**config.mk**
```make
export PLATFORM = sky130hd
export DESIGN_NAME = iddrx8_word_align
export DESIGN_NICKNAME = d
export VERILOG_FILES = /design/src/rtl/iddrx8_word_align.sv
export SDC_FILE = /design/constraint.sdc
export NUM_CORES = 1
export LEC_CHECK = 0
export CAP_MARGIN = 20
export CORE_MARGIN = 2
export CORE_UTILIZATION = 39
export DETAILED_ROUTE_END_ITERATION = 12
export GPL_ROUTABILITY_DRIVEN = 0
export HOLD_SLACK_MARGIN = 0.02
export PLACE_DENSITY = 0.77
export SLEW_MARGIN = 30
export SYNTH_ARGS = -nofsm -noshare
export SYNTH_HDL_FRONTEND = slang
export SYNTH_SLANG_ARGS = --single-unit
```
**constraint.sdc**
```tcl
create_clock -name SCLK -period 1.7 [get_ports SCLK]
set_clock_uncertainty 0.2 [all_clocks]
set_input_delay 0.34 -clock SCLK [delete_from_list [all_inputs] [get_ports SCLK]]
set_output_delay 0.34 -clock SCLK [all_outputs]
set_load 0.02 [all_outputs]
```
**src/rtl/iddrx8_word_align.sv**
```systemverilog
// iddrx8_word_align
// Word-alignment controller for an IDDRX8-style 1:8 DDR gearbox (16-bit Q).
// The gearbox is slipped one bit at a time with ALIGNWD until the deserialized
// word equals the training PATTERN for MATCH_CNT consecutive SCLK cycles.
// After each slip (and after every START) the controller waits SETTLE_CYC
// cycles so the gearbox output has time to settle before Q is judged.
// If all 16 alignments are tried without a lock, ERROR is raised and held.
//
// Optional build macro: IDDRX8_ALIGN_MONITOR_EN
//   defined   : while locked, Q is still compared every cycle. Four
//               consecutive mismatches drop LOCKED and restart alignment.
//   undefined : LOCKED is held regardless of Q until START or reset.
//
// Handshake: ALIGNWD is a single-cycle registered request with no
// acknowledge. The gearbox is assumed to act on every cycle it sees
// ALIGNWD=1. Two requests are always separated by at least SETTLE_CYC+1
// low cycles.
//
// DBG_STATE exposes the FSM state encoding for checkers:
//   0 IDLE, 1 SETTLE, 2 CHECK, 3 PULSE, 4 LOCK, 5 FAIL.

module iddrx8_word_align #(
  parameter logic [15:0] PATTERN    = 16'h00FF,
  parameter int          SETTLE_CYC = 4,
  parameter int          MATCH_CNT  = 4
) (
  input  logic        SCLK,
  input  logic        RSTN,
  input  logic        START,
  input  logic [15:0] Q,
  output logic        ALIGNWD,
  output logic        LOCKED,
  output logic        ERROR,
  output logic [3:0]  SLIP_CNT,
  output logic [2:0]  DBG_STATE
);

  typedef enum logic [2:0] {
    S_IDLE   = 3'd0,
    S_SETTLE = 3'd1,
    S_CHECK  = 3'd2,
    S_PULSE  = 3'd3,
    S_LOCK   = 3'd4,
    S_FAIL   = 3'd5
  } state_t;

  // Terminal counts for the 3-bit settle and match counters.
  localparam logic [2:0] SETTLE_LAST = 3'(SETTLE_CYC - 1);
  localparam logic [2:0] MATCH_LAST  = 3'(MATCH_CNT - 1);
  localparam logic [3:0] SLIP_MAX    = 4'd15;

  state_t     state_q,      state_d;
  logic [2:0] settle_cnt_q, settle_cnt_d;
  logic [2:0] match_cnt_q,  match_cnt_d;
  logic       alignwd_q,    alignwd_d;
  logic       locked_q,     locked_d;
  logic       error_q,      error_d;
  logic [3:0] slip_cnt_q,   slip_cnt_d;

`ifdef IDDRX8_ALIGN_MONITOR_EN
  // Consecutive mismatches seen while locked; the fourth one breaks the lock.
  localparam logic [1:0] MISS_LAST = 2'd3;
  logic [1:0] miss_cnt_q, miss_cnt_d;
`endif

  logic q_match;

  // Training word comparison used by CHECK (and LOCK when monitoring).
  always_comb begin
    q_match = (Q == PATTERN);
  end

  // Next-state and next-output logic; START overrides every transition.
  always_comb begin
    state_d      = state_q;
    settle_cnt_d = settle_cnt_q;
    match_cnt_d  = match_cnt_q;
    alignwd_d    = 1'b0;
    locked_d     = locked_q;
    error_d      = error_q;
    slip_cnt_d   = slip_cnt_q;
`ifdef IDDRX8_ALIGN_MONITOR_EN
    miss_cnt_d   = miss_cnt_q;
`endif

    if (START) begin
      // Restart wins over lock/fail/pulse completion on the same edge.
      state_d      = S_SETTLE;
      settle_cnt_d = 3'd0;
      match_cnt_d  = 3'd0;
      locked_d     = 1'b0;
      error_d      = 1'b0;
      slip_cnt_d   = 4'd0;
`ifdef IDDRX8_ALIGN_MONITOR_EN
      miss_cnt_d   = 2'd0;
`endif
    end else begin
      case (state_q)
        S_IDLE: begin
          state_d = S_IDLE;
        end

        S_SETTLE: begin
          if (settle_cnt_q == SETTLE_LAST) begin
            state_d      = S_CHECK;
            settle_cnt_d = 3'd0;
            match_cnt_d  = 3'd0;
          end else begin
            settle_cnt_d = settle_cnt_q + 3'd1;
          end
        end

        S_CHECK: begin
          if (q_match) begin
            if (match_cnt_q == MATCH_LAST) begin
              state_d     = S_LOCK;
              locked_d    = 1'b1;
              match_cnt_d = 3'd0;
`ifdef IDDRX8_ALIGN_MONITOR_EN
              miss_cnt_d  = 2'd0;
`endif
            end else begin
              match_cnt_d = match_cnt_q + 3'd1;
            end
          end else if (slip_cnt_q != SLIP_MAX) begin
            // Request one bit slip; ALIGNWD is high for the PULSE cycle only.
            state_d     = S_PULSE;
            alignwd_d   = 1'b1;
            match_cnt_d = 3'd0;
          end else begin
            // Every rotation has been tried: give up without slipping again.
            state_d     = S_FAIL;
            error_d     = 1'b1;
            match_cnt_d = 3'd0;
          end
        end

        S_PULSE: begin
          // SLIP_CNT < 15 is guaranteed here, so the increment cannot wrap.
          state_d      = S_SETTLE;
          settle_cnt_d = 3'd0;
          slip_cnt_d   = slip_cnt_q + 4'd1;
        end

        S_LOCK: begin
`ifdef IDDRX8_ALIGN_MONITOR_EN
          if (q_match) begin
            miss_cnt_d = 2'd0;
          end else if (miss_cnt_q == MISS_LAST) begin
            // Lock lost: realign from scratch.
            state_d      = S_SETTLE;
            settle_cnt_d = 3'd0;
            locked_d     = 1'b0;
            slip_cnt_d   = 4'd0;
            miss_cnt_d   = 2'd0;
          end else begin
            miss_cnt_d = miss_cnt_q + 2'd1;
          end
`else
          state_d = S_LOCK;
`endif
        end

        S_FAIL: begin
          state_d = S_FAIL;
        end

        default: begin
          state_d      = S_IDLE;
          settle_cnt_d = 3'd0;
          match_cnt_d  = 3'd0;
          locked_d     = 1'b0;
          error_d      = 1'b0;
          slip_cnt_d   = 4'd0;
        end
      endcase
    end
  end

  // State and registered outputs; reset clears everything asynchronously,
  // which also truncates an in-flight ALIGNWD pulse.
  always_ff @(posedge SCLK or negedge RSTN) begin
    if (!RSTN) begin
      state_q      <= S_IDLE;
      settle_cnt_q <= 3'd0;
      match_cnt_q  <= 3'd0;
      alignwd_q    <= 1'b0;
      locked_q     <= 1'b0;
      error_q      <= 1'b0;
      slip_cnt_q   <= 4'd0;
    end else begin
      state_q      <= state_d;
      settle_cnt_q <= settle_cnt_d;
      match_cnt_q  <= match_cnt_d;
      alignwd_q    <= alignwd_d;
      locked_q     <= locked_d;
      error_q      <= error_d;
      slip_cnt_q   <= slip_cnt_d;
    end
  end

`ifdef IDDRX8_ALIGN_MONITOR_EN
  // Miss counter for lock monitoring.
  always_ff @(posedge SCLK or negedge RSTN) begin
    if (!RSTN) begin
      miss_cnt_q <= 2'd0;
    end else begin
      miss_cnt_q <= miss_cnt_d;
    end
  end
`endif

  // Output mapping.
  always_comb begin
    ALIGNWD   = alignwd_q;
    LOCKED    = locked_q;
    ERROR     = error_q;
    SLIP_CNT  = slip_cnt_q;
    DBG_STATE = state_q;
  end

endmodule

```
==> reports/metrics.yaml, run 1 <==
detailed_routing:
  wire_per_inst_um: 13.4
  antenna_left: 0
  dr.pass1.iters: 4
  viasPerCell: 5.59
  drc_errors: 0
  initialDrtViolationCount: 16
  routed_wl_um: 2120
  num_vias: 884
synthesis:
  synth_top_area_cell: "dfrtp_1"
  synth.top_cell.area_share_pct: 45.5
  syn-num-nets: 114
  synth-seq-area-share_pct: 45.5
  synth_cells: 92
  synthDistinctLibCells: 32
  ys_warn_count: 0
  synth_area_leaders: "dfrtp_1, a21oi_1, ha_1"
  syn_avg_cell_area_um2: 9.57
  synth-seq-cells: 16
  synth.cell_area_um2: 881
finish:
  area_growth_syn_to_layout_pct: 44.5
  num_antenna_cells: 0
  drive_above_1_share_pct: 20.8
  final_area_um2: 1270
  finalNetCount: 154
  fillers: 204
setup_path:
  crit_path_end_kind: "flop"
  startpoint: "Q[13]"
  timing.rr.start: "settle_cnt_q[0]$_DFFE_PN0P_"
  cp-start-kind: "input port"
  reg2reg_slack_ns: -0.02
  arrival_ns: 2.02
  cp_max_fo: 2
  required_ns: 1.66
  path_class: "input port to flop"
min_path:
  hold_class: "input port to async pin"
grt:
  overflow: 0
  grt_use_total_pct: 18.2
  grt_pass1_vias: 893
  grt_pass1_wl_um: 3660
  grt_start_max_net_pins: 17
  antenna_found_initial: 0
timing:
  period_share_pct: 121
  slew_viol_final: 0
  hold_viol: 0
  worst_slew_pin_slew_ns: 0.396
  min_period_ns: 2.06
  whs_ns: 0.160
  setup_viol: 8
  rsz0062_at_grt: "yes"
  clock.fmax_ghz: 0.486
  slew-limit-headroom_pct: 73.4
  fin_ws_ns: -0.357
power:
  p_leak_nw: 0.614
  switching_share_pct: 29.9
  p_seq_share_pct: 47.5
  internal_power_uw: 645
  max-vdd-ir-drop_v: 0.000440
  p_per_area_nw_per_um2: 724
  power.share.clock_pct: 21.1
  power_switching_uw: 276
  power_frac_comb_pct: 31.4
cts:
  cts_tree: "done"
  cts_root_buf: "clkbuf_4"
  h-tree-depth: 1
  cts_setup_buffers: 0
  numCtsBuffers: 3
  clock_sinks: 16
  clkLatencyLatePin_ns: 0.28
  max-clock-path-buffers: 2
  cts.clk_slew.worst_paths_ns: 0.09
  ctsHoldBuffers: 0
floorplanning:
  start_util_pct: 40.6
  rows: 17
  core_um2: 2170
  dieArea_um2: 2650
  ioPinCount: 29
  die_h_um: 51.5
  die_x_um: 51.5
placed_design:
  place_hpwl_um: 1660
  place_worst_setup_slack_ns: -0.976
  placed_area_um2: 1270
  io_buffers: 28
status:
  status: "finished, violations left"
  failed_checks: "setup timing"
run:
  maxCapViolations: 0
[path summary, 6_finish.rpt]
kind / endpoint / cells after the start
min in group SCLK: match_cnt_q[2]$_DFFE_PN0P_ / 1
setup reg to reg: match_cnt_q[0]$_DFFE_PN0P_ / 5
hold / removal: SLIP_CNT[1]$_DFFE_PN0P_ / 2
setup / recovery: DBG_STATE[1]$_DFFE_PN0P_ / 5
max in group asynchronous: settle_cnt_q[0]$_DFFE_PN0P_ / 2
hold reg to reg: match_cnt_q[2]$_DFFE_PN0P_ / 1
[synth_stat cells]
library cell  count
dfrtp_1          16
a21oi_1           8
nor2_1            7
nor2b_1           5
nor3b_1           5
o21ai_0           5
clkbuf_1          4
nand2_1           4
nand2b_1          4
ha_1              3
nor3_1            3
o21a_1            3
and3_1            2
nand4_1           2
nor4_1            2
o21bai_1          2
or4_1             2
a22o_1            1
a22oi_1           1
a2bb2oi_1         1
and2_1            1
and3_4            1
and3b_1           1
and4_1            1
inv_1             1
mux2_2            1
nand3_1           1
nor4b_1           1
o22ai_1           1
o32a_1            1
or3_1             1
or4_4             1
[logic make-up after synthesis]
group	synth area share, %
compound gates	16.3
fa+ha+maj	4.26
buf+inv	2.13
flops	45.5
mux	1.28
simple gates	30.5
[routing by layer]
metal	vias to the layer above	share of wire, %	global-route usage, %
met5	-	0	0
met4	0	0.47	3.07
met3	4	6.2	3.74
met2	36	54	35.5
met1	428	39	20.2
li1	416	-	-
[per-stage QoR]
step	instances	TNS (ns)	power, mW	utilization, %
2_1_floorplan	92	-2.64	0.609	-
3_3_place_gp	155	-6.19	0.723	58.4
3_5_place_dp	155	-6.47	0.743	58.4
4_1_cts	158	-1.03	0.925	58.4
5_1_grt	158	-1.20	0.982	58.7
6_report	158	-1.00	0.921	58.7
[cell type report]
cell class / count / area (µm²) / share of cell area (%)
inverter: 1 / 3.75 / 0.295
multi-input combinational: 71 / 478 / 37.6
tap: 28 / 35.0 / 2.75
sequential: 16 / 400 / 31.5
clock buffer: 3 / 22.5 / 1.77
timing repair buffer: 39 / 333 / 26.2
[state kept, by name, indices dropped and copies added (netlist names)]
register / count
LOCKED: 1
match_cnt_q: 3
DBG_STATE: 3
SLIP_CNT: 4
settle_cnt_q: 3
ERROR: 1
ALIGNWD: 1
[cell usage in the layout, fill, tap and decap left out]
cell	n
a21oi_1	7
a21oi_2	1
a22o_1	1
a22oi_1	1
a2bb2oi_1	1
and2_1	1
and3_1	2
and3_4	1
and3b_1	1
and4_1	1
buf_2	4
buf_4	11
buf_6	2
clkbuf_4	3
clkdlybuf4s15_1	2
clkdlybuf4s50_1	10
dfrtp_1	16
dlygate4sd2_1	10
ha_1	3
inv_1	1
mux2_2	1
nand2_1	4
nand2b_1	4
nand3_1	1
nand4_1	2
nor2_1	7
nor2b_1	5
nor3_1	3
nor3b_1	4
nor3b_2	1
nor4_1	2
nor4b_1	1
o21a_1	3
o21ai_0	5
o21bai_1	2
o22ai_1	1
o32a_1	1
or3_1	1
or4_4	3
[timing repair]
item | CTS | global route
gates resized for setup | 36 | 1
pin swaps | 4 | 4
endpoints found under the setup margin | 19 | 9
[worst max-delay path, cell delays in order]
cell and delay [ns]:
buf_6 0.09, or4_4 0.52, or4_4 0.55, and3_4 0.18, or3_1 0.34
[power by group through the flow]
| stage | sequential, mW | clock, mW | combinational (mW) |
|---|---|---|---|
| CTS | 0.437 | 0.199 | 0.289 |
| global route | 0.441 | 0.222 | 0.319 |
| floorplan | 0.452 | 0 | 0.157 |
| global placement | 0.443 | 0 | 0.280 |
| finish | 0.438 | 0.194 | 0.289 |
| detailed placement | 0.445 | 0 | 0.298 |
Power figures use the tool's default switching activity.
==> run 2, diff against run 1 <==
CAP_MARGIN = 30   (was 20)
==> results of run 2 <==
No change in the layout: final DEF, timing and power equal those of run 1.
==> run 3, diff against run 2 <==
RECOVER_POWER = 50   (was not set)
==> reports/metrics.yaml, run 3 (synthesis results as in run 1) <==
status:
  status: "finished, violations left"
  failed_checks: "setup timing"
detailed_routing:
  drc_errors: 0
  routed_wl_um: 2120
  wire_per_inst_um: 13.4
  initialDrtViolationCount: 13
  viasPerCell: 5.56
  antenna_left: 0
  dr.pass1.iters: 4
  num_vias: 878
timing:
  min_period_ns: 2.06
  setup_viol: 8
  slew-limit-headroom_pct: 41.7
  worst_slew_pin_slew_ns: 0.875
  hold_viol: 0
  slew_viol_final: 0
  clock.fmax_ghz: 0.486
  fin_ws_ns: -0.357
  rsz0062_at_grt: "yes"
  whs_ns: 0.292
  period_share_pct: 121
run:
  maxCapViolations: 0
grt:
  met1_usage_pct: 20.2
  grt_pass1_wl_um: 3660
  grt_use_total_pct: 18.2
  grt_pass1_vias: 893
  met3_usage_pct: 3.74
  use_met2_pct: 35.5
  antenna_found_initial: 0
  overflow: 0
  grt_start_max_net_pins: 17
  grt-busiest-layer: "met2"
cts:
  clkLatencyLatePin_ns: 0.29
  max-clock-path-buffers: 2
  ctsHoldBuffers: 0
  numCtsBuffers: 3
  cts_root_buf: "clkbuf_4"
  cts_tree: "done"
  cts.clk_slew.worst_paths_ns: 0.09
  h-tree-depth: 1
  cts_setup_buffers: 0
  clock_sinks: 16
placed_design:
  place_hpwl_um: 1660
  io_buffers: 28
  place_worst_setup_slack_ns: -0.976
min_path:
  holdPathStages: 1
  min_from: "match_cnt_q[2]$_DFFE_PN0P_"
  holdPathEnd: "match_cnt_q[2]$_DFFE_PN0P_"
  hold_class: "flop to flop"
setup_path:
  path_cells: "buf_6 -> or4_4 -> or4_4 -> and3_4 -> or3_1"
  timing.rr.start: "settle_cnt_q[0]$_DFFE_PN0P_"
  slowest_delay_ns: 0.55
  arrival_ns: 2.02
  critPathMostFrequentCell: "or4_4"
  rr_worst_depth: 5
  cp_top_family: "simple AND/OR/NAND/NOR gates"
  slowest_stage: "or4_4"
  crit_path_end_kind: "flop"
  path_class: "input port to flop"
  cp-start-kind: "input port"
  reg2reg_slack_ns: -0.01
  required_ns: 1.66
  cp_max_fo: 2
  path_buf_inv: 1
  timing.rr.end: "match_cnt_q[0]$_DFFE_PN0P_"
finish:
  mostFrequentLayoutCell: "dfrtp_1"
  multiInputGateArea_um2: 478
  fillers: 203
  area_growth_syn_to_layout_pct: 44.0
  num_antenna_cells: 0
  largest_reg_flops: 4
  finalNetCount: 154
  seqCellArea_um2: 400
  layout_common_cells: "dfrtp_1, dlygate4sd2_1, buf_4"
  drive_above_1_share_pct: 20.0
floorplanning:
  die_h_um: 51.5
  rows: 17
  dieArea_um2: 2650
  start_util_pct: 40.6
  ioPinCount: 29
  die_x_um: 51.5
  core_um2: 2170
power:
  p_leak_nw: 0.610
  p_per_area_nw_per_um2: 725
  max-vdd-ir-drop_v: 0.000441
  power_uw: 919
-- run 3: changes by cell type in the layout (fill, tap and decap cells not counted) --
cell,change
dlygate4sd3_1,+1
clkdlybuf4s50_1,-1
buf_4,-1
clkbuf_1,+1
-- run 3: final cells by class --
| class | instances | share of cell area, % |
|---|---|---|
| Multi-Input combinational cell | 71 | 37.7 |
| Sequential cell | 16 | 31.6 |
| Timing Repair Buffer | 39 | 25.9 |
| Tap cell | 28 | 2.76 |
| Clock buffer | 3 | 1.78 |
| Inverter | 1 | 0.296 |
-- run 3: routing by layer --
metal  vias up  part of all wire, %  wire [µm]
met2        31                   54       1150
li1        415                    -          -
met3         4                  5.6        119
met5         -                    0          0
met4         0                 0.42          9
met1       428                   40        838
-- run 3: report_power, final --
part	leakage (nW)	switching (mW)	total, mW	internal [mW]
logic	0.380	0.135	0.287	0.152
registers	0.216	0.0288	0.438	0.409
clock network	0.0138	0.112	0.194	0.0823
-- run 3: what timing repair did --
item                                    CTS  global route
resized for setup                        36             1
pin swaps                                 4             4
endpoints found under the setup margin   19             9
gates cloned                              0             0
-- run 3: worst max path at each step --
stage,slack [ns],to,depth (start not counted),from
2_1_floorplan,-0.53,DBG_STATE[1]$_DFFE_PN0P_,4,Q[10]
4_1_cts,-0.38,DBG_STATE[1]$_DFFE_PN0P_,5,Q[14]
3_3_place_gp,-0.95,DBG_STATE[1]$_DFFE_PN0P_,5,Q[10]
6_report,-0.36,DBG_STATE[1]$_DFFE_PN0P_,5,Q[13]
5_1_grt,-0.36,DBG_STATE[1]$_DFFE_PN0P_,5,Q[13]
3_5_place_dp,-0.98,DBG_STATE[1]$_DFFE_PN0P_,5,Q[10]
-- run 3: per-stage QoR --
stage	util (%)	instances	cell area (µm²)	setup TNS [ns]
after CTS	58.4	158	1270	-1.03
after detailed placement	58.4	155	1270	-6.47
after global routing	58.5	158	1270	-1.20
after floorplan	-	92	885	-2.64
after global placement	58.4	155	1270	-6.19
final	58.5	158	1270	-1.05
==> patch 1: new RTL, settings of run 3 <==
Register the output `SLIP_CNT`; this adds one clock of latency there. The other outputs are not delayed to match.
--- a/src/rtl/iddrx8_word_align.sv
+++ b/src/rtl/iddrx8_word_align.sv
@@ -51,2 +51,4 @@
 
+  logic [3:0] SLIP_CNT_d;
+
   state_t     state_q,      state_d;
@@ -217,3 +219,3 @@
     ERROR     = error_q;
-    SLIP_CNT  = slip_cnt_q;
+    SLIP_CNT_d = slip_cnt_q;
     DBG_STATE = state_q;
@@ -221,2 +223,6 @@
 
+  always_ff @(posedge SCLK) begin
+    SLIP_CNT <= SLIP_CNT_d;
+  end
+
 endmodule
Check against the original RTL: not equivalent (a bounded check fails within 10 cycles, from zero or initial values and one cycle with RSTN low).
==> patch 1 against run 3 <==
  * Combinational power decreased by 3%
  * Count of clock-buffer cells in the layout unchanged
  * Final area rose by 12%
  * Sequential cell count rose by 4
  * Routed wire length is 3.2% higher
  * Power up 31%
  * Utilization increased by 4.6 points
  * Setup slack better by 0.36 ns
  * Via count decreased by 1.4%
  * Register-to-register slack better by 0.02 ns
  * Die area grew 7.7%
  * Area after synthesis grew 8.4%
  * Largest power group unchanged
==> patch 1: results (changes against run 3) <==
- Grt met2 use: 34.36% (-1.1 points)
- Slew @ Worst Pin: 0.8716 ns (-0.003036 ns)
- Number of global-route vias before repair: 908 (+1.7%)
- Leakage power summed over all cells: 0.6775 nW (+11%)
- Number of warnings issued by yosys: 0 (unchanged)
- Worst Min Path Start: SLIP_CNT_d[3]
- H-tree levels: 1 (unchanged)
- Clock transition at the registers of the reported paths: 0.11 ns (+0.02 ns)
- Final standard cell count with taps included and fillers excluded: 160 (+1.3%)
- Reg-to-Reg Start: DBG_STATE[2]
- GR Util met3: 3.107% (-0.63 points)
- Share of post-route cells with drive strength above 1: 24.24% (+4.2 points)
- Number of fill cells: 208 (+2.5%)
- Antenna diode count: 0 (unchanged)
- Post-synth top cells: dfrtp_1 (16), a21oi_1 (7), nand2b_1 (5), nor2b_1 (5), o21ai_1 (5)
- Worst R2R End: DBG_STATE[1]
- Clock latency reported for the late side of the worst-skew pair: 0.31 ns (+0.02 ns)
- Peak supply drop: 0.4861 mV (+10%)
- Data arrival, critical path: 1.70 ns (-0.32 ns)
- Critical Path Fanout Max: 5 (+3)
- GRT Overall Usage: 18.80% (+0.64 points)
- End point of the worst hold path: SLIP_CNT[3]
- Met1 Use GR: 20.35% (+0.13 points)
- Result of the run: completed
- Sequential fraction of the synthesis area: 50.33% (+4.9 points)
- Distinct cells, synth: 39 (+22%)
- Root Buffer: clkbuf_4
- Worst hold path type: reg -> reg
- Reg-to-reg setup timing slack: 0.01 ns (+0.02 ns)
- Vias post-DR: 866 (-1.4%)
- Net switching power: 0.3201 mW (+16%)
- Count of cells along the worst register-to-register path: 4 (-1)
- Proportion of register bits with asynchronous set or reset after synthesis: 80.00% (-20 points)
- First-pass GRT wire length: 3795 um (+3.6%)
- Cell count of the worst hold path: 0 (-1)
- DRC marker count from the first detailed-route iteration: 10 (-3)
- Drt wl/cell: 13.66 um (+1.9%)
==> patch 1: cell count changes after synthesis, sizes merged, moves of 2 or more <==
cell,delta
dfxtp,+4
or3,+2
nor3b,-4
nor2,-4
buf,+3
clkbuf,-2
and3,-2
o21bai,-2
or4,-3
==> patch 1: layer usage <==
layer | up-vias | routed length (um)
met3 | 5 | 121
met2 | 29 | 1149
met4 | 0 | 43
li1 | 419 | -
met5 | - | 0
met1 | 413 | 872
==> patch 1: area by class of cell <==
type	instances	area, sq um	area share, %
multi-input combinational	65	488.0	34.33
sequential	20	483.0	33.98
timing repair buffer	41	355.3	25.00
tap	28	35.03	2.465
clock inverter	1	30.03	2.113
clock buffer	3	22.52	1.585
inverter	2	7.507	0.5282
==> patch 1: worst max path at each step <==
stage / startpoint / to / slack [ns] / depth (start not counted)
after floorplan: DBG_STATE[2] / DBG_STATE[1] / -0.05 / 5
final: Q[6] / ERROR / 0.0009 / 5
after global routing: Q[4] / ERROR / -0.07 / 5
after CTS: START / DBG_STATE[1] / 0.001 / 4
after detailed placement: Q[9] / ERROR / -0.44 / 5
after global placement: Q[10] / ERROR / -0.35 / 5
==> patch 1: per-stage QoR <==
stage,worst slack [ns],utilization [%],hold slack [ns]
final,0.0009243,63.04,0.2387
after global routing,-0.06647,63.04,0.2667
after CTS,0.0009700,61.93,0.1428
after detailed placement,-0.4444,59.77,0.2244
after global placement,-0.3458,59.77,0.2030
after floorplan,-0.05321,-,-0.1556
==> patch 1: cell families after synthesis <==
kind of cell | Yosys count | synth area share, %
DFF | 20 | 50.33
adders and majority gates | 3 | 3.932
and+or+nand+nor | 39 | 26.74
AOI/OAI and AO/OA | 22 | 14.81
buffers and inverters | 7 | 3.014
muxes | 1 | 1.179
==> patch 1: critical path: stages <==
cell	delay (ns)
clkdlybuf4s50_1	0.44
and4_1	0.21
nand4_1	0.21
nor2b_2	0.22
o311a_1	0.27
==> patch 1: power by group through the flow <==
stage          combinational, mW  clock, mW  sequential, mW
2_1_floorplan              0.125          0           0.557
3_3_place_gp               0.270          0           0.544
3_5_place_dp               0.276          0           0.546
4_1_cts                    0.273      0.394           0.537
5_1_grt                    0.307      0.421           0.543
6_report                   0.278      0.394           0.537
==> patch 1: what timing repair did <==
item                                    4_1_cts  5_1_grt
pin swaps                                     3        7
endpoints found under the setup margin       19        9
buffers inserted                              0        1
hold buffers                                  0        0
cloned                                        0        0
resized for setup                            21       11
==> patch 2: new RTL, flow settings as in run 3 <==
Made on the original files. Build with the macro `IDDRX8_ALIGN_MONITOR_EN` defined.
--- a/src/rtl/iddrx8_word_align.sv
+++ b/src/rtl/iddrx8_word_align.sv
@@ -21,2 +21,4 @@
 
+`define IDDRX8_ALIGN_MONITOR_EN
+
 module iddrx8_word_align #(
Behaviour: same outputs for any inputs over 10 cycles, from zero or initial values and one cycle with RSTN low; that may be too few to reach the edited logic, so the function may still have changed.
==> patch 2 against run 3 <==
  * The flow still finishes with violations (negative setup slack)
  * Sequential power increased by 9.6%
  * Hold slack got worse by 0.0096 ns
  * Final area increased by 22%
  * Critical path depth unchanged
  * Area after synthesis increased by 16%
  * Clock power increased by 41%
  * First-iteration DRC count increased to 3.0 times the old value
  * Power increased by 14%
  * Sequential cell count increased by 2
  * Routed wire length increased by 39%
  * Setup slack improved by 0.053 ns
  * Critical endpoint unchanged
  * Largest cell class unchanged
  * Highest routed layer unchanged
==> patch 2: results (changes against run 3) <==
- Primary FF master, synth: dfrtp_1
- CTS resizes: 44 (+22%)
- Placed cell count: 180 (+16%)
- Final standard cell count with taps included and fillers excluded: 185 (+17%)
- Worst rel slew slack: 35.52% (-6.2 points)
- Sequential fraction of the synthesis area: 43.96% (-1.5 points)
- Violations in the final reports: negative setup slack
- Clock transition at the registers of the reported paths: 0.11 ns (+0.02 ns)
- GRT Overall Usage: 19.79% (+1.6 points)
- Clk pwr share: 26.1% (+5.0 points)
- Post-Syn Instances: 109 (+18%)
- Grt met2 use: 35.54% (+0.074 points)
- Placement-stage worst setup slack: -1.001 ns (-0.02516 ns)
- Routed length on met2: 1567 um (+36%)
- GR Util met3: 4.450% (+0.71 points)
- Leakage power summed over all cells: 0.7213 nW (+18%)
- Post-synthesis net count: 132 (+16%)
- First-pass detailed-route iteration total: 6 (+2)
- Least setup slack across all paths after layout: -0.3044 ns (+0.05269 ns)
- Met1 Use GR: 22.46% (+2.2 points)
- Post-DR vias/cell: 5.995 (+7.9%)
- Result of the run: finished with violations
- Maximum number of pins on one net before global-route repair: 19 (+2)
- Distinct cells, synth: 34 (+6.3%)
- Final TNS setup: -3.300 ns (-2.251 ns)
- First-pass GRT wire length: 4871 um (+33%)
- Final setup violation count: 17 (+9)
- DRC marker count from the first detailed-route iteration: 39 (+26)
- Standard cell area after detailed placement: 1470 sq um (+16%)
- Sw Share: 28.92% (-1.1 points)
- Total sequential power: 0.480 mW (+9.6%)
- Detailed-routing wirelength on met1: 1065 um (+27%)
- Peak supply drop: 0.4162 mV (-5.6%)
- Post-synth top cells: dfrtp_1 (18), nand3_1 (11), nand2b_1 (7)
- Routed Wire Length: 2935 um (+39%)
- Longest individual stage delay on the worst path: 0.53 ns (-0.02 ns)
- Cells taking the most area after synthesis: dfrtp_1 (44%), nand3_1 (5.4%), ha_1 (4.9%)
- Total length of routed met3 wires: 239 um (+100%)
- Half-perimeter wire length after placement: 2205 um (+33%)
- Number of global-route vias before repair: 1130 (+27%)
- Data arrival, critical path: 1.99 ns (-0.03 ns)
- Part of the power in registers: 45.7% (-1.9 points)
- Share of post-route cells with drive strength above 1: 29.68% (+9.7 points)
[patch 2: cells by family (layout without fill, tap and decap cells)]
logic type      after synthesis  in the layout  share of synthesized area [%]
compound gates               25             25                          16.73
buf+inv                       9             55                          3.418
flops                        18             18                          43.96
fa+ha+maj                     4              4                          4.884
simple gates                 53             53                          31.01
[patch 2: area by class of cell]
cell class / count / area (sq um)
clock buffer: 4 / 36.28
fill: 214 / 923.4
timing repair buffer: 49 / 416.7
tap: 30 / 37.54
sequential: 18 / 450.4
multi-input combinational: 82 / 605.6
inverter: 2 / 7.507
[patch 2: final timing paths]
check	start	end	slack [ns]	cells after the start
max in group asynchronous	RSTN	miss_cnt_q[0]	0.29	2
setup reg to reg	DBG_STATE[2]	DBG_STATE[1]	-0.16	3
hold / removal	ERROR	ERROR	0.28	2
hold reg to reg	ERROR	ERROR	0.28	2
min in group asynchronous	RSTN	DBG_STATE[0]	0.43	2
setup / recovery	Q[12]	DBG_STATE[1]	-0.30	5
